### src/rtl/multiplicador_booth_pkg.sv
// Shared types and latency helper for the Booth multiplier.
// Define MULTIPLICADOR_RADIX4_EN to select radix-4 recoding; radix-2 otherwise.
package multiplicador_pkg;

    typedef enum logic {
        OCIOSO,
        CALCULA
    } estado_e;

    typedef enum logic [2:0] {
        ZERO,
        MAIS_M,
        MENOS_M,
        MAIS_2M,
        MENOS_2M
    } digito_e;

`ifdef MULTIPLICADOR_RADIX4_EN
    localparam int unsigned BOOTH_PASSO = 2;
`else
    localparam int unsigned BOOTH_PASSO = 1;
`endif

    // Number of multiplier bits inspected per step (pair or triplet).
    localparam int unsigned GRUPO_W = BOOTH_PASSO + 1;

    function automatic int unsigned booth_n(input int unsigned width);
        return width + BOOTH_PASSO;
    endfunction

    function automatic int unsigned booth_latencia(input int unsigned width);
        return (width + BOOTH_PASSO) / BOOTH_PASSO;
    endfunction

endpackage

### src/rtl/multiplicador_booth_recodificador.sv
// Combinational Booth digit selector: maps the low multiplier bits to a digit code.
// Radix-4 triplet decoding when MULTIPLICADOR_RADIX4_EN is defined, radix-2 pair otherwise.
module booth_recodificador
    import multiplicador_pkg::*;
(
    input  logic [GRUPO_W-1:0] grupo_i,
    output digito_e            digito_o
);

    always_comb begin
        digito_o = ZERO;
`ifdef MULTIPLICADOR_RADIX4_EN
        case (grupo_i)
            3'b001, 3'b010: digito_o = MAIS_M;
            3'b011:         digito_o = MAIS_2M;
            3'b100:         digito_o = MENOS_2M;
            3'b101, 3'b110: digito_o = MENOS_M;
            default:        digito_o = ZERO;
        endcase
`else
        case (grupo_i)
            2'b01:   digito_o = MAIS_M;
            2'b10:   digito_o = MENOS_M;
            default: digito_o = ZERO;
        endcase
`endif
    end

endmodule

### src/rtl/multiplicador_booth.sv
// Sequential signed/unsigned Booth multiplier with start/ocupado/fim handshake.
// MULTIPLICADOR_RADIX4_EN selects radix-4 (shorter latency); default build is radix-2.
module multiplicador_booth
    import multiplicador_pkg::*;
#(
    parameter int unsigned WIDTH = 32
) (
    input  logic             clock,
    input  logic             reset,
    input  logic             start,
    input  logic             sinal,
    input  logic [WIDTH-1:0] operando1,
    input  logic [WIDTH-1:0] operando2,
    output logic [WIDTH-1:0] hi,
    output logic [WIDTH-1:0] lo,
    output logic             ocupado,
    output logic             fim
);

    localparam int unsigned N     = booth_n(WIDTH);
    localparam int unsigned L     = booth_latencia(WIDTH);
    localparam int unsigned PASSO = BOOTH_PASSO;
    localparam int unsigned AW    = 2 * N + 1;
    localparam int unsigned SW    = N + PASSO;
    localparam int unsigned CW    = $clog2(L);

    estado_e          estado_q, estado_d;
    logic [CW-1:0]    cont_q, cont_d;
    logic [N-1:0]     m_q, m_d;
    logic [AW-1:0]    acc_q, acc_d;
    logic [WIDTH-1:0] hi_q, hi_d, lo_q, lo_d;
    logic             fim_q, fim_d;

    digito_e          digito;
    logic [SW-1:0]    a_ext, m_ext, parcela, soma;
    logic [AW-1:0]    passo;

    booth_recodificador u_recodificador (
        .grupo_i  (acc_q[GRUPO_W-1:0]),
        .digito_o (digito)
    );

    always_ff @(posedge clock) begin
        if (reset) begin
            estado_q <= OCIOSO;
            cont_q   <= '0;
            m_q      <= '0;
            acc_q    <= '0;
            hi_q     <= '0;
            lo_q     <= '0;
            fim_q    <= 1'b0;
        end else begin
            estado_q <= estado_d;
            cont_q   <= cont_d;
            m_q      <= m_d;
            acc_q    <= acc_d;
            hi_q     <= hi_d;
            lo_q     <= lo_d;
            fim_q    <= fim_d;
        end
    end

    always_comb begin
        estado_d = estado_q;
        case (estado_q)
            OCIOSO:  if (start) estado_d = CALCULA;
            CALCULA: if (cont_q == '0) estado_d = OCIOSO;
        endcase
    end

    always_comb begin
        ocupado = (estado_q == CALCULA);
        fim     = fim_q;
        hi      = hi_q;
        lo      = lo_q;
    end

    // Accumulator layout {A[N], P[N], appended bit}; A is widened by PASSO bits so
    // the add/subtract is exact and the shift takes the sum directly.
    always_comb begin
        a_ext = {{PASSO{acc_q[AW-1]}}, acc_q[AW-1 -: N]};
        m_ext = {{PASSO{m_q[N-1]}}, m_q};
        parcela = '0;
        case (digito)
            MAIS_M:   parcela = m_ext;
            MENOS_M:  parcela = -m_ext;
            MAIS_2M:  parcela = {m_ext[SW-2:0], 1'b0};
            MENOS_2M: parcela = -{m_ext[SW-2:0], 1'b0};
            default:  parcela = '0;
        endcase
        soma  = a_ext + parcela;
        passo = {soma, acc_q[N:PASSO]};
    end

    always_comb begin
        m_d    = m_q;
        acc_d  = acc_q;
        cont_d = cont_q;
        hi_d   = hi_q;
        lo_d   = lo_q;
        fim_d  = 1'b0;
        case (estado_q)
            OCIOSO: begin
                if (start) begin
                    m_d    = {{PASSO{sinal & operando1[WIDTH-1]}}, operando1};
                    acc_d  = {{N{1'b0}}, {PASSO{sinal & operando2[WIDTH-1]}}, operando2, 1'b0};
                    cont_d = CW'(L - 1);
                end
            end
            CALCULA: begin
                acc_d  = passo;
                cont_d = cont_q - 1'b1;
                if (cont_q == '0) begin
                    hi_d  = acc_d[2*WIDTH:WIDTH+1];
                    lo_d  = acc_d[WIDTH:1];
                    fim_d = 1'b1;
                end
            end
        endcase
    end

endmodule

### config.mk
export PLATFORM = sky130hd
export DESIGN_NAME = multiplicador_booth
export DESIGN_NICKNAME = d
export VERILOG_FILES = /design/src/rtl/multiplicador_booth_pkg.sv /design/src/rtl/multiplicador_booth_recodificador.sv /design/src/rtl/multiplicador_booth.sv
export SDC_FILE = /design/constraint.sdc
export NUM_CORES = 1
export LEC_CHECK = 0
export CAP_MARGIN = 40
export CORE_ASPECT_RATIO = 0.9
export CORE_UTILIZATION = 48
export DETAILED_ROUTE_END_ITERATION = 6
export GPL_ROUTABILITY_DRIVEN = 0
export PLACE_DENSITY_LB_ADDON = 0.15
export REMOVE_ABC_BUFFERS = 1
export SLEW_MARGIN = 10
export SYNTH_ARGS = -nofsm -noshare
export SYNTH_HDL_FRONTEND = slang
export SYNTH_SLANG_ARGS = --single-unit
### constraint.sdc
create_clock -name clock -period 9.9 [get_ports clock]
set_input_delay 1.98 -clock clock [delete_from_list [all_inputs] [get_ports clock]]
set_output_delay 1.98 -clock clock [all_outputs]
set_load 0.1 [all_outputs]
==> results by group <==
Power and ir drop
  – Leak pwr: 4.85 nW
  – Clock power frac: 0.382
  – P_sw: 0.542 mW
  – Internal: 1.18 mW
  – PD cells: 136 nW/um2
  – Total power: 1.72 mW
  – Switching share of power: 0.315
  – Gate power share: 0.178
  – Worst vdd ir: 113 uV
  – Part of the power in registers: 0.440

Finish
  – Share of layout cells above drive strength 1: 0.0878
  – Final Util: 0.656
  – Layout area overhead: 33.1%
  – Nets: 1,541
  – Register area: 3450 um2
  – ANT cells: 0
  – Multi-input logic area: 5660 um2
  – Filler Cells Inserted: 1,611

Placement
  – Port-buffer cells: 133
  – DP HPWL: 17,600 um

Worst setup path
  – WS Path Type: flip-flop to flip-flop
  – Crit path launch: m_q[0]$_SDFFE_PP0P_
  – CP Capture Type: flip-flop
  – Nature of the critical path startpoint: flip-flop
  – Slowest-stage cell, CP: a31oi_2
  – Reg2Reg Capture Point: hi[26]$_SDFFE_PP0P_
  – WP data arrival: 5470 ps
  – CP required: 10,240 ps
  – Crit-path cells: inv_1 -> ha_1 -> or3b_1 -> or3_1 -> or2_1 -> or3_1 -> nand2_1 -> a21oi_1 -> nor3_1 -> ha_1 -> and3_1 -> a221oi_1 -> nand2b_1 -> a21oi_1 -> nor2_1 -> a31oi_2 -> o21bai_1 -> and4_1 -> a311o_1
  – Crit-path max FO: 6
  – Slack of the worst reg-to-reg path: 4770 ps
  – Critical Path Sink: hi[26]$_SDFFE_PP0P_
  – Worst R2R Start: m_q[0]$_SDFFE_PP0P_
  – Top delay family on crit path: simple AND/OR/NAND/NOR gates
  – CP bufs+invs: 1
  – Worst stage delay on the critical path: 450 ps
  – R2R cell count: 19
  – Worst path depth: 19

GRT
  – Grt ovf: 0
  – Largest net degree at the start of global routing: 86
  – Global-route wire length before repair: 41,800 um
  – Tot GR Track Use: 0.253
  – Antenna violations before repair: 0
  – Number of global-route vias before repair: 8,896

CTS
  – Max Buffers Root-to-Sink: 2
  – CTS Root Cell: clkbuf_16
  – Hold_buf cts: 0
  – PostCTS Resize Cnt: 0
  – CTS tree: built
  – Clk sinks: 172
  – H-tree depth: 4
  – Insertion delay to the later sink of the worst-skew pair: 440 ps
  – CTS Buf Count: 17
  – Post-CTS Setup Inserts: 0
  – Clock Pin Slew Worst Setup and Hold Paths: 70 ps

Die
  – Starting Density: 0.493
  – IO Count: 134
  – Die footprint: 20,400 um2
  – Core Region: 19,300 um2
  – Die Y: 136 um
  – Die width: 150 um
  – Row count: 48

Drt
  – Routed Antenna Nets: 0
  – DR pass1 iterations: 5
  – DR vias/cell: 5.60
  – WL/cell: 14.9 um
  – DR iter-0 viols: 624
  – Number of vias in the routed layout: 9,502
  – DR DRC count: 0
  – Final Routed Wirelength: 25,300 um

Timing
  – Final hold slack: 454 ps
  – Slew HR: 0.413
  – Fin. Hold Viols: 0
  – Crit path time final: 5130 ps
  – Setup TNS: 0 ps
  – Final Skew: 12.8 ps
  – RSZ-0062 raised after global routing: false
  – Final Max Tran Viols: 0
  – Worst-Margin Slew: 881 ps
  – Max Clock Freq: 0.195 GHz
  – Setup violations, final: 0
  – Fin crit share: 0.518

Synth
  – Mean Syn Cell Area: 7.32 um2
  – Top_reg_cell synth: dfxtp_1
  – EDFF count, synth: 0
  – Mapped cell area: 9510 um2
  – Yosys warnings: 0
  – Sequential share of the synthesized area: 0.362
  – #FFs+latches synth: 172
  – Async set-reset flop share out of synthesis: 0
  – Cell count after synthesis: 1,298
  – Yosys cell types: 58

Run status
  – Outcome: completed

Flow run
  – Max Cap Viol: 0

Worst hold path
  – Worst Hold Class: flip-flop to flip-flop
[how the worst min path moves through the flow]
stage	start	end	slack, ps	cells after the start
after CTS	hi[20]$_SDFFE_PP0P_	hi[20]$_SDFFE_PP0P_	460	2
final	hi[14]$_SDFFE_PP0P_	hi[14]$_SDFFE_PP0P_	450	2
after floorplan	acc_q[60]$_SDFFE_PP0P_	acc_q[60]$_SDFFE_PP0P_	430	2
after global routing	hi[23]$_SDFFE_PP0P_	hi[23]$_SDFFE_PP0P_	470	2
after global placement	hi[14]$_SDFFE_PP0P_	hi[14]$_SDFFE_PP0P_	440	2
after detailed placement	hi[20]$_SDFFE_PP0P_	hi[20]$_SDFFE_PP0P_	450	2
[power groups by stage]
stage | Sequential [mW] | Combinational (mW) | Clock (mW)
after floorplan | 0.807 | 0.142 | 0
after global placement | 0.771 | 0.277 | 0
after detailed placement | 0.772 | 0.303 | 0
after CTS | 0.756 | 0.305 | 0.670
after global routing | 0.762 | 0.334 | 0.695
final | 0.757 | 0.305 | 0.657
[layout by cell type (no fill, tap or decap), types with 28 or more instances in the layout]
cell type	n
a21oi_1	237
buf_8	53
clkdlybuf4s50_1	131
dfxtp_1	171
ha_1	39
mux2i_1	33
nand2_1	233
nor2_1	160
nor3_1	28
o21ai_0	39
[worst register-to-register path, cell delays in order (launching register included)]
cell	delay, ps
dfxtp_1	350
inv_1	90
ha_1	180
or3b_1	420
or3_1	370
or2_1	310
or3_1	380
nand2_1	90
a21oi_1	70
nor3_1	220
ha_1	330
and3_1	170
a221oi_1	400
nand2b_1	90
a21oi_1	180
nor2_1	140
a31oi_2	450
o21bai_1	220
and4_1	250
a311o_1	300
[Yosys cell counts (5+ instances only)]
cell type | number | area (um2)
a21oi_1 | 237 | 1190
o21a_1 | 11 | 82.6
or4_1 | 8 | 60.1
nand2_1 | 233 | 875
o21bai_1 | 10 | 75.1
nor2_1 | 160 | 601
nor2b_1 | 5 | 31.3
nand2b_1 | 9 | 56.3
nor3b_1 | 27 | 203
or2_2 | 5 | 31.3
xor2_1 | 6 | 52.6
clkbuf_1 | 77 | 289
buf_1 | 17 | 63.8
nand3b_1 | 6 | 45.0
a211oi_1 | 12 | 90.1
a21o_1 | 14 | 105
a221oi_1 | 5 | 43.8
xnor2_1 | 24 | 210
nor4_1 | 7 | 43.8
ha_1 | 39 | 488
or3_1 | 5 | 31.3
o21ai_0 | 39 | 195
a31oi_1 | 10 | 62.6
dfxtp_1 | 172 | 3440
mux2i_1 | 33 | 330
nor3_1 | 28 | 140
o31a_1 | 6 | 52.6
nand3_1 | 22 | 110
and3_1 | 7 | 43.8
inv_1 | 13 | 48.8
nand4_1 | 10 | 62.6
[cell families after synthesis]
kind of cell,count (synthesis),synth area share
buffers and inverters,108,0.0426
xor gates and xnor gates,30,0.0276
AOI/OAI and AO/OA,364,0.216
muxes,33,0.0347
and+or+nand+nor,551,0.263
DFF,172,0.362
adders and majority gates,40,0.0534
[area by class of cell]
cell class / count / share of cell area
clock buffers: 18 / 0.0347
clock inverters: 14 / 0.0113
inverters: 14 / 0.00415
multi-input cells: 1018 / 0.447
flip-flops and latches: 172 / 0.272
well taps: 250 / 0.0247
repair buffers: 210 / 0.205
[registers in the layout, indices dropped and copies added, names as in the netlist]
name,count
m_q,33
cont_q,6
fim,1
lo,32
hi,32
acc_q,67
ocupado,1
[stage by stage]
stage | cells | setup WS [ps] | cell area (um2)
6_report | 1696 | 4770 | 12700
5_1_grt | 1696 | 4370 | 12700
4_1_cts | 1696 | 4890 | 12700
3_5_place_dp | 1664 | 4930 | 12100
3_3_place_gp | 1596 | 5060 | 10900
2_1_floorplan | 1204 | 3080 | 9150
[routing by layer]
metal / up-vias / global-route usage / share of wire
met5: - / 0 / 0
met4: 0 / 0.120 / 0.028
met3: 56 / 0.0411 / 0.050
met2: 273 / 0.420 / 0.47
met1: 4392 / 0.319 / 0.45
li1: 4781 / - / -
No activity file was read; power rests on OpenSTA's default activity.
